## src/rtl/matrix_io_ctrl.sv

```systemverilog
// -----------------------------------------------------------------------------
// matrix_io_ctrl
//
// Sequencing front-end for the matrix ULA. It receives two N x N signed operand
// matrices as a byte stream, assembles them onto the packed Aa/Bb buses, and
// drives the ULA opcode for a fixed latency window. It then captures the
// packed result Pp and streams the result elements out again.
//
// Element packing on Aa, Bb and Pp: element e = N*i + j sits at [e*W +: W].
//
// Ports:
//   clk, rst_n   clock (rising edge), asynchronous active-low reset
//   start        one-cycle request; honoured only while idle
//   cmd_op       opcode, latched together with an accepted start
//   in_data      operand element (A elements 0..N*N-1, then B elements)
//   in_valid     in_data valid
//   in_ready     high while loading A or B
//   Aa, Bb       packed operands to the ULA (held until the next load)
//   op           opcode to the ULA; zero outside the execute window
//   Pp           packed ULA result
//   out_data     result element, row-major, element 0 first
//   out_valid    out_data valid
//   out_ready    downstream accepts out_data
//   busy         high whenever not idle
//   done         one-cycle pulse after the last result element is accepted
//
// Optional build macro MATRIX_IO_LAST_EN adds:
//   in_last      must be high exactly with the last B element
//   out_last     high with the last result element
//   err          sticky framing error on in_last; cleared by an accepted start
// -----------------------------------------------------------------------------
module matrix_io_ctrl #(
  parameter int N        = 5,
  parameter int W        = 8,
  parameter int EXEC_LAT = 1
) (
  input  logic             clk,
  input  logic             rst_n,
  input  logic             start,
  input  logic [2:0]       cmd_op,
  input  logic [W-1:0]     in_data,
  input  logic             in_valid,
  output logic             in_ready,
  output logic [N*N*W-1:0] Aa,
  output logic [N*N*W-1:0] Bb,
  output logic [2:0]       op,
  input  logic [N*N*W-1:0] Pp,
  output logic [W-1:0]     out_data,
  output logic             out_valid,
  input  logic             out_ready,
  output logic             busy,
  output logic             done
`ifdef MATRIX_IO_LAST_EN
  ,
  input  logic             in_last,
  output logic             out_last,
  output logic             err
`endif
);

  localparam int NE = N * N;
  localparam int CW = (NE > 1) ? $clog2(NE) : 1;
  localparam int XW = (EXEC_LAT > 0) ? $clog2(EXEC_LAT + 1) : 1;

  localparam logic [CW-1:0] LAST_ELEM = CW'(NE - 1);
  localparam logic [XW-1:0] LAST_EXEC = XW'(EXEC_LAT);

  typedef enum logic [2:0] {
    S_IDLE,
    S_LOAD_A,
    S_LOAD_B,
    S_EXEC,
    S_UNLOAD
  } state_t;

  state_t             state;
  logic [2:0]         opcode_q;
  logic [CW-1:0]      cnt;
  logic [XW-1:0]      xcnt;
  logic [N*N*W-1:0]   result_q;
  logic [CW-1:0]      cnt_inc;
  logic               in_fire;
  logic               out_fire;

  assign cnt_inc  = cnt + CW'(1);
  assign in_fire  = in_valid && in_ready;
  assign out_fire = out_valid && out_ready;

`ifdef MATRIX_IO_LAST_EN
  // in_last belongs only on the final B element; anything else is a framing error.
  logic last_expected;
  assign last_expected = (state == S_LOAD_B) && (cnt == LAST_ELEM);
`endif

  // NOTE: every register here, including the wide operand/result buses, is
  // cleared by the asynchronous reset so an aborted operation leaves no stale data.
  always_ff @(posedge clk or negedge rst_n) begin
    if (!rst_n) begin
      state     <= S_IDLE;
      opcode_q  <= '0;
      cnt       <= '0;
      xcnt      <= '0;
      result_q  <= '0;
      Aa        <= '0;
      Bb        <= '0;
      op        <= '0;
      in_ready  <= 1'b0;
      out_valid <= 1'b0;
      out_data  <= '0;
      busy      <= 1'b0;
      done      <= 1'b0;
`ifdef MATRIX_IO_LAST_EN
      out_last  <= 1'b0;
      err       <= 1'b0;
`endif
    end else begin
      // NOTE: state updates use non-blocking assignments so every branch sees
      // the pre-edge values of cnt/state, matching the hardware.
      done <= 1'b0;

      case (state)
        S_IDLE: begin
          if (start) begin
            opcode_q <= cmd_op;
            cnt      <= '0;
            in_ready <= 1'b1;
            busy     <= 1'b1;
            state    <= S_LOAD_A;
`ifdef MATRIX_IO_LAST_EN
            err      <= 1'b0;
`endif
          end
        end

        S_LOAD_A: begin
          if (in_fire) begin
            Aa[cnt*W +: W] <= in_data;
`ifdef MATRIX_IO_LAST_EN
            if (in_last != last_expected) err <= 1'b1;
`endif
            if (cnt == LAST_ELEM) begin
              cnt   <= '0;
              state <= S_LOAD_B;
            end else begin
              cnt <= cnt_inc;
            end
          end
        end

        S_LOAD_B: begin
          if (in_fire) begin
            Bb[cnt*W +: W] <= in_data;
`ifdef MATRIX_IO_LAST_EN
            if (in_last != last_expected) err <= 1'b1;
`endif
            if (cnt == LAST_ELEM) begin
              // op is registered here so it is already on the bus in the
              // first execute cycle and stays for EXEC_LAT+1 cycles.
              cnt      <= '0;
              xcnt     <= '0;
              in_ready <= 1'b0;
              op       <= opcode_q;
              state    <= S_EXEC;
            end else begin
              cnt <= cnt_inc;
            end
          end
        end

        S_EXEC: begin
          if (xcnt == LAST_EXEC) begin
            result_q  <= Pp;
            out_data  <= Pp[W-1:0];
            out_valid <= 1'b1;
            op        <= '0;
            xcnt      <= '0;
            cnt       <= '0;
            state     <= S_UNLOAD;
`ifdef MATRIX_IO_LAST_EN
            out_last  <= (LAST_ELEM == '0);
`endif
          end else begin
            xcnt <= xcnt + XW'(1);
          end
        end

        S_UNLOAD: begin
          if (out_fire) begin
            if (cnt == LAST_ELEM) begin
              out_valid <= 1'b0;
              out_data  <= '0;
              cnt       <= '0;
              busy      <= 1'b0;
              done      <= 1'b1;
              state     <= S_IDLE;
`ifdef MATRIX_IO_LAST_EN
              out_last  <= 1'b0;
`endif
            end else begin
              cnt      <= cnt_inc;
              out_data <= result_q[cnt_inc*W +: W];
`ifdef MATRIX_IO_LAST_EN
              out_last <= (cnt_inc == LAST_ELEM);
`endif
            end
          end
        end

        default: state <= S_IDLE;
      endcase
    end
  end

endmodule

```

## config.mk

```make
export PLATFORM = sky130hd
export DESIGN_NAME = matrix_io_ctrl
export DESIGN_NICKNAME = d
export VERILOG_FILES = /design/src/rtl/matrix_io_ctrl.sv
export SDC_FILE = /design/constraint.sdc
export NUM_CORES = 1
export LEC_CHECK = 0
export CORE_MARGIN = 2
export CORE_UTILIZATION = 35
export CTS_CLUSTER_DIAMETER = 60
export DETAILED_ROUTE_END_ITERATION = 10
export GPL_TIMING_DRIVEN = 0
export PLACE_DENSITY = 0.57
export REMOVE_ABC_BUFFERS = 1
export SLEW_MARGIN = 40
export SYNTH_ARGS = -nofsm -noshare
export SYNTH_HDL_FRONTEND = slang
export SYNTH_SLANG_ARGS = --single-unit
```

## constraint.sdc

```tcl
create_clock -name clk -period 4.9 [get_ports clk]
set_input_delay 0.49 -clock clk [delete_from_list [all_inputs] [get_ports clk]]
set_output_delay 0.49 -clock clk [all_outputs]
set_load 0.1 [all_outputs]
```

==> report_table.html <==
<table>
<tr><th>Metric</th><th>Value</th></tr>
<tr><th colspan="2">Logic synthesis</th></tr>
<tr><td>Number of synthesized flops with an enable pin</td><td>0</td></tr>
<tr><td>Top-area cell type share of the netlist area</td><td>0.594</td></tr>
<tr><td>Average instance area after synthesis</td><td>12.0 sq um</td></tr>
<tr><td>Fraction of registers with async set or reset after synthesis</td><td>1.00</td></tr>
<tr><td>Cell Area, Synth</td><td>26400 sq um</td></tr>
<tr><td>Post-synthesis cell type with the largest combined area</td><td>sky130_fd_sc_hd__dfrtp_1</td></tr>
<tr><td>Dominant synthesized flop cell</td><td>sky130_fd_sc_hd__dfrtp_1</td></tr>
<tr><td>Dominant cell by count in the synthesized netlist</td><td>sky130_fd_sc_hd__nand2_1</td></tr>
<tr><td>Post-synthesis sequential element count</td><td>627</td></tr>
<tr><td>Count of mapped cells out of synthesis</td><td>2205</td></tr>
<tr><td>Yosys warning count</td><td>0</td></tr>
<tr><td>List of most frequent post-synthesis cells</td><td>sky130_fd_sc_hd__nand2_1 (685), sky130_fd_sc_hd__dfrtp_1 (627), sky130_fd_sc_hd__mux2_2 (382)</td></tr>
<tr><td>Top cells by area, synth</td><td>sky130_fd_sc_hd__dfrtp_1 (59%), sky130_fd_sc_hd__mux2_2 (16%), sky130_fd_sc_hd__nand2_1 (9.7%)</td></tr>
<tr><td>Fraction of the yosys area taken by sequential cells</td><td>0.594</td></tr>
<tr><td>Distinct cell type count after synthesis</td><td>67</td></tr>
<tr><th colspan="2">Clock network</th></tr>
<tr><td>Clock Path Buffers</td><td>3</td></tr>
<tr><td>Root buffer selected by CTS</td><td>sky130_fd_sc_hd__clkbuf_16</td></tr>
<tr><td>CTS Hold Bufs</td><td>1</td></tr>
<tr><td>CTS H-tree lvls</td><td>3</td></tr>
<tr><td>Clock Pin Slew Worst Setup and Hold Paths</td><td>0.05 ns</td></tr>
<tr><td>Post-CTS setup repair buffer count</td><td>0</td></tr>
<tr><td>CTS Buf Count</td><td>73</td></tr>
<tr><td>Clock Sinks</td><td>627</td></tr>
<tr><td>Insertion delay to the later sink of the worst-skew pair</td><td>0.61 ns</td></tr>
<tr><td>Cts repair resizes</td><td>0</td></tr>
<tr><td>CTS tree</td><td>built</td></tr>
<tr><th colspan="2">Finish</th></tr>
<tr><td>Layout area overhead</td><td>31.3%</td></tr>
<tr><td>Finished Cell Area</td><td>34700 sq um</td></tr>
<tr><td>Share of layout cells above drive strength 1</td><td>0.372</td></tr>
<tr><td>Final-stage net count</td><td>3080</td></tr>
<tr><th colspan="2">Floorplan</th></tr>
<tr><td>Die Outline Area</td><td>77600 sq um</td></tr>
<tr><td>Die boundary width</td><td>279 microns</td></tr>
<tr><td>Site Rows</td><td>100</td></tr>
<tr><td>Initial standard-cell utilization of the core</td><td>0.354</td></tr>
<tr><td>Core footprint</td><td>74600 sq um</td></tr>
<tr><td>Die Height</td><td>279 microns</td></tr>
<tr><td>Num ports</td><td>631</td></tr>
<tr><th colspan="2">Timing</th></tr>
<tr><td>Unrepaired setup endpoints after global routing</td><td>no</td></tr>
<tr><td>Worst slew margin relative to its limit</td><td>0.424</td></tr>
<tr><td>Final worst path period need</td><td>3.66 ns</td></tr>
<tr><td>Number of failing hold endpoints at the final stage</td><td>0</td></tr>
<tr><td>Measured slew at the worst slew-check pin</td><td>0.857 ns</td></tr>
<tr><td>Final worst hold slack</td><td>0.401 ns</td></tr>
<tr><td>Least setup slack across all paths after layout</td><td>1.24 ns</td></tr>
<tr><td>Peak clock frequency supported by timing</td><td>273 MHz</td></tr>
<tr><td>Setup skew after layout</td><td>0.0178 ns</td></tr>
<tr><td>Final worst-path cycle share</td><td>0.748</td></tr>
<tr><td>Max-slew violation count</td><td>0</td></tr>
<tr><td>Setup Viol. Count Final</td><td>0</td></tr>
<tr><th colspan="2">Place</th></tr>
<tr><td>Final weighted congestion in routability-driven placement</td><td>0.825</td></tr>
<tr><td>Post-DP HPWL</td><td>69000 microns</td></tr>
<tr><td>Number of port buffers</td><td>630</td></tr>
<tr><td>Worst slack at placement</td><td>1.07 ns</td></tr>
<tr><td>Post-Place Cell Area</td><td>32200 sq um</td></tr>
<tr><th colspan="2">Route</th></tr>
<tr><td>Vias per cell</td><td>5.00</td></tr>
<tr><td>Drt drc</td><td>0</td></tr>
<tr><td>DR WL/cell</td><td>23.4 microns</td></tr>
<tr><td>Wire length reported by the detailed router</td><td>91000 microns</td></tr>
<tr><td>First-iteration detailed-routing DRC count</td><td>1145</td></tr>
<tr><td>Count of antenna-violating nets left after detailed routing</td><td>0</td></tr>
<tr><td>Drt first pass iters</td><td>6</td></tr>
<tr><td>Via count</td><td>19500</td></tr>
<tr><th colspan="2">Pwr</th></tr>
<tr><td>Peak supply drop</td><td>0.000195 V</td></tr>
<tr><td>Leak</td><td>17.6 nW</td></tr>
<tr><td>Total power per unit cell area</td><td>318 nW/um^2</td></tr>
<tr><th colspan="2">Setup path</th></tr>
<tr><td>Crit path launch type</td><td>flip-flop</td></tr>
<tr><td>R2R depth</td><td>7</td></tr>
<tr><td>Flop2flop setup slack</td><td>1.24 ns</td></tr>
<tr><td>Type of the worst setup path</td><td>flip-flop to flip-flop</td></tr>
<tr><td>Capturing instance or port of the critical path</td><td>Aa[96]</td></tr>
<tr><td>Arrival time worst endpoint</td><td>4.14 ns</td></tr>
<tr><td>Reg-to-Reg End</td><td>Aa[96]</td></tr>
<tr><td>Data required, critical path</td><td>5.38 ns</td></tr>
<tr><td>Category of the worst setup path capture point</td><td>flip-flop</td></tr>
<tr><td>Crit path launch</td><td>cnt[0]</td></tr>
<tr><td>Max FO, Critical Path</td><td>12</td></tr>
<tr><td>Start of the worst register-to-register path</td><td>cnt[0]</td></tr>
<tr><th colspan="2">Flow run</th></tr>
<tr><td>Max_cap viols</td><td>0</td></tr>
<tr><th colspan="2">Global route</th></tr>
<tr><td>Largest net degree at the start of global routing</td><td>109</td></tr>
<tr><td>Initial antenna violation count</td><td>25</td></tr>
<tr><td>Global router's overall resource usage</td><td>0.234</td></tr>
<tr><td>Global-route wire length before repair</td><td>136000 microns</td></tr>
<tr><td>Number of global-route vias before repair</td><td>20500</td></tr>
<tr><td>Total grt overflow</td><td>0</td></tr>
<tr><th colspan="2">Worst hold path</th></tr>
<tr><td>Worst hold-check path type</td><td>primary input to asynchronous set/reset pin</td></tr>
<tr><th colspan="2">Outcome</th></tr>
<tr><td>Outcome</td><td>finished clean</td></tr>
</table>
power breakdown:
group / switching, W / internal (W)
Sequential: 0.00000117 / 0.00518
Clock: 0.00224 / 0.00325
Combinational: 0.000160 / 0.000169
Total: 0.00240 / 0.00860
layout by cell type, fill, tap and decap left out, types with 13 or more instances in the layout:
cell type	netlist	final
sky130_fd_sc_hd__nand2_1	685	685
sky130_fd_sc_hd__nand3_1	24	24
sky130_fd_sc_hd__mux2_2	382	382
sky130_fd_sc_hd__clkbuf_16	0	74
sky130_fd_sc_hd__o21ai_0	26	26
sky130_fd_sc_hd__and3_1	22	22
sky130_fd_sc_hd__mux4_2	42	42
sky130_fd_sc_hd__clkinv_2	0	13
sky130_fd_sc_hd__clkdlybuf4s50_1	0	213
sky130_fd_sc_hd__dfrtp_1	627	626
sky130_fd_sc_hd__and2_1	26	22
sky130_fd_sc_hd__clkbuf_8	0	20
sky130_fd_sc_hd__mux2i_1	16	16
sky130_fd_sc_hd__buf_2	15	417
sky130_fd_sc_hd__nand2_2	19	19
sky130_fd_sc_hd__buf_4	4	22
sky130_fd_sc_hd__nor2_1	68	67
per-stage QoR:
step,TNS (ns),total power (W),cells,utilization
after detailed placement,0,0.00561,3754,0.431
after floorplan,-184.77,0.00529,2109,-
after global routing,0,0.0114,3886,0.465
final,0,0.0110,3892,0.465
after CTS,0,0.0111,3885,0.464
after global placement,-,0.00560,3708,0.449
worst min path at each step:
stage                       from             to  slack, ns
CTS                      Pp[168]  result_q[168]       0.37
global placement    result_q[17]   result_q[17]       0.45
detailed placement         rst_n        Aa[168]       0.43
floorplan                  rst_n          Aa[0]       0.19
finish                     rst_n        Aa[168]       0.40
global route              Pp[17]   result_q[17]       0.41
state kept, by name, summed over array words and instances, names as in the netlist:
signal	flops
in_ready	1
opcode_q	3
out_data	8
xcnt	1
state	3
cnt	5
busy	1
result_q	200
Bb	200
Aa	200
op	3
out_valid	1
done	1
worst max-delay path, stage by stage, from the launching register on:
cell                      delay, ns
sky130_fd_sc_hd__dfrtp_4       0.58
sky130_fd_sc_hd__inv_2         0.31
sky130_fd_sc_hd__ha_4          0.25
sky130_fd_sc_hd__nor3b_1       0.20
sky130_fd_sc_hd__ha_1          0.55
sky130_fd_sc_hd__nand4_2       0.45
sky130_fd_sc_hd__nor2_2        0.76
sky130_fd_sc_hd__mux2_2        0.41
metal layers:
layer  GRT usage  share of wire  vias to the layer above
li1            -              -                     8795
met1       0.288           0.40                     9812
met5           0         0.0026                        -
met3      0.0658          0.076                      162
met2       0.394           0.49                      658
met4      0.0795          0.031                       34
area by class of cell:
cell class,instances,area (sq um)
timing repair buffer,677,4850
antenna,7,17.5
inverter,8,30.0
sequential,627,15700
fill,6872,39900
multi-input combinational,1474,10400
tap,969,1210
clock buffer,101,2150
clock inverter,29,300
cell families (layout without fill, tap and decap cells):
group | Yosys count | count (layout) | synth area share
AO/OA/AOI/OAI | 91 | 91 | 0.0226
XOR/XNOR | 11 | 11 | 0.00493
adder cells (fa/ha/maj) | 3 | 3 | 0.00142
buffers and inverters | 104 | 815 | 0.0164
flip-flops | 627 | 627 | 0.594
multiplexers | 448 | 448 | 0.208
other | 0 | 7 | 0
AND/OR/NAND/NOR | 921 | 921 | 0.152
(Power assumes the default switching activity.)
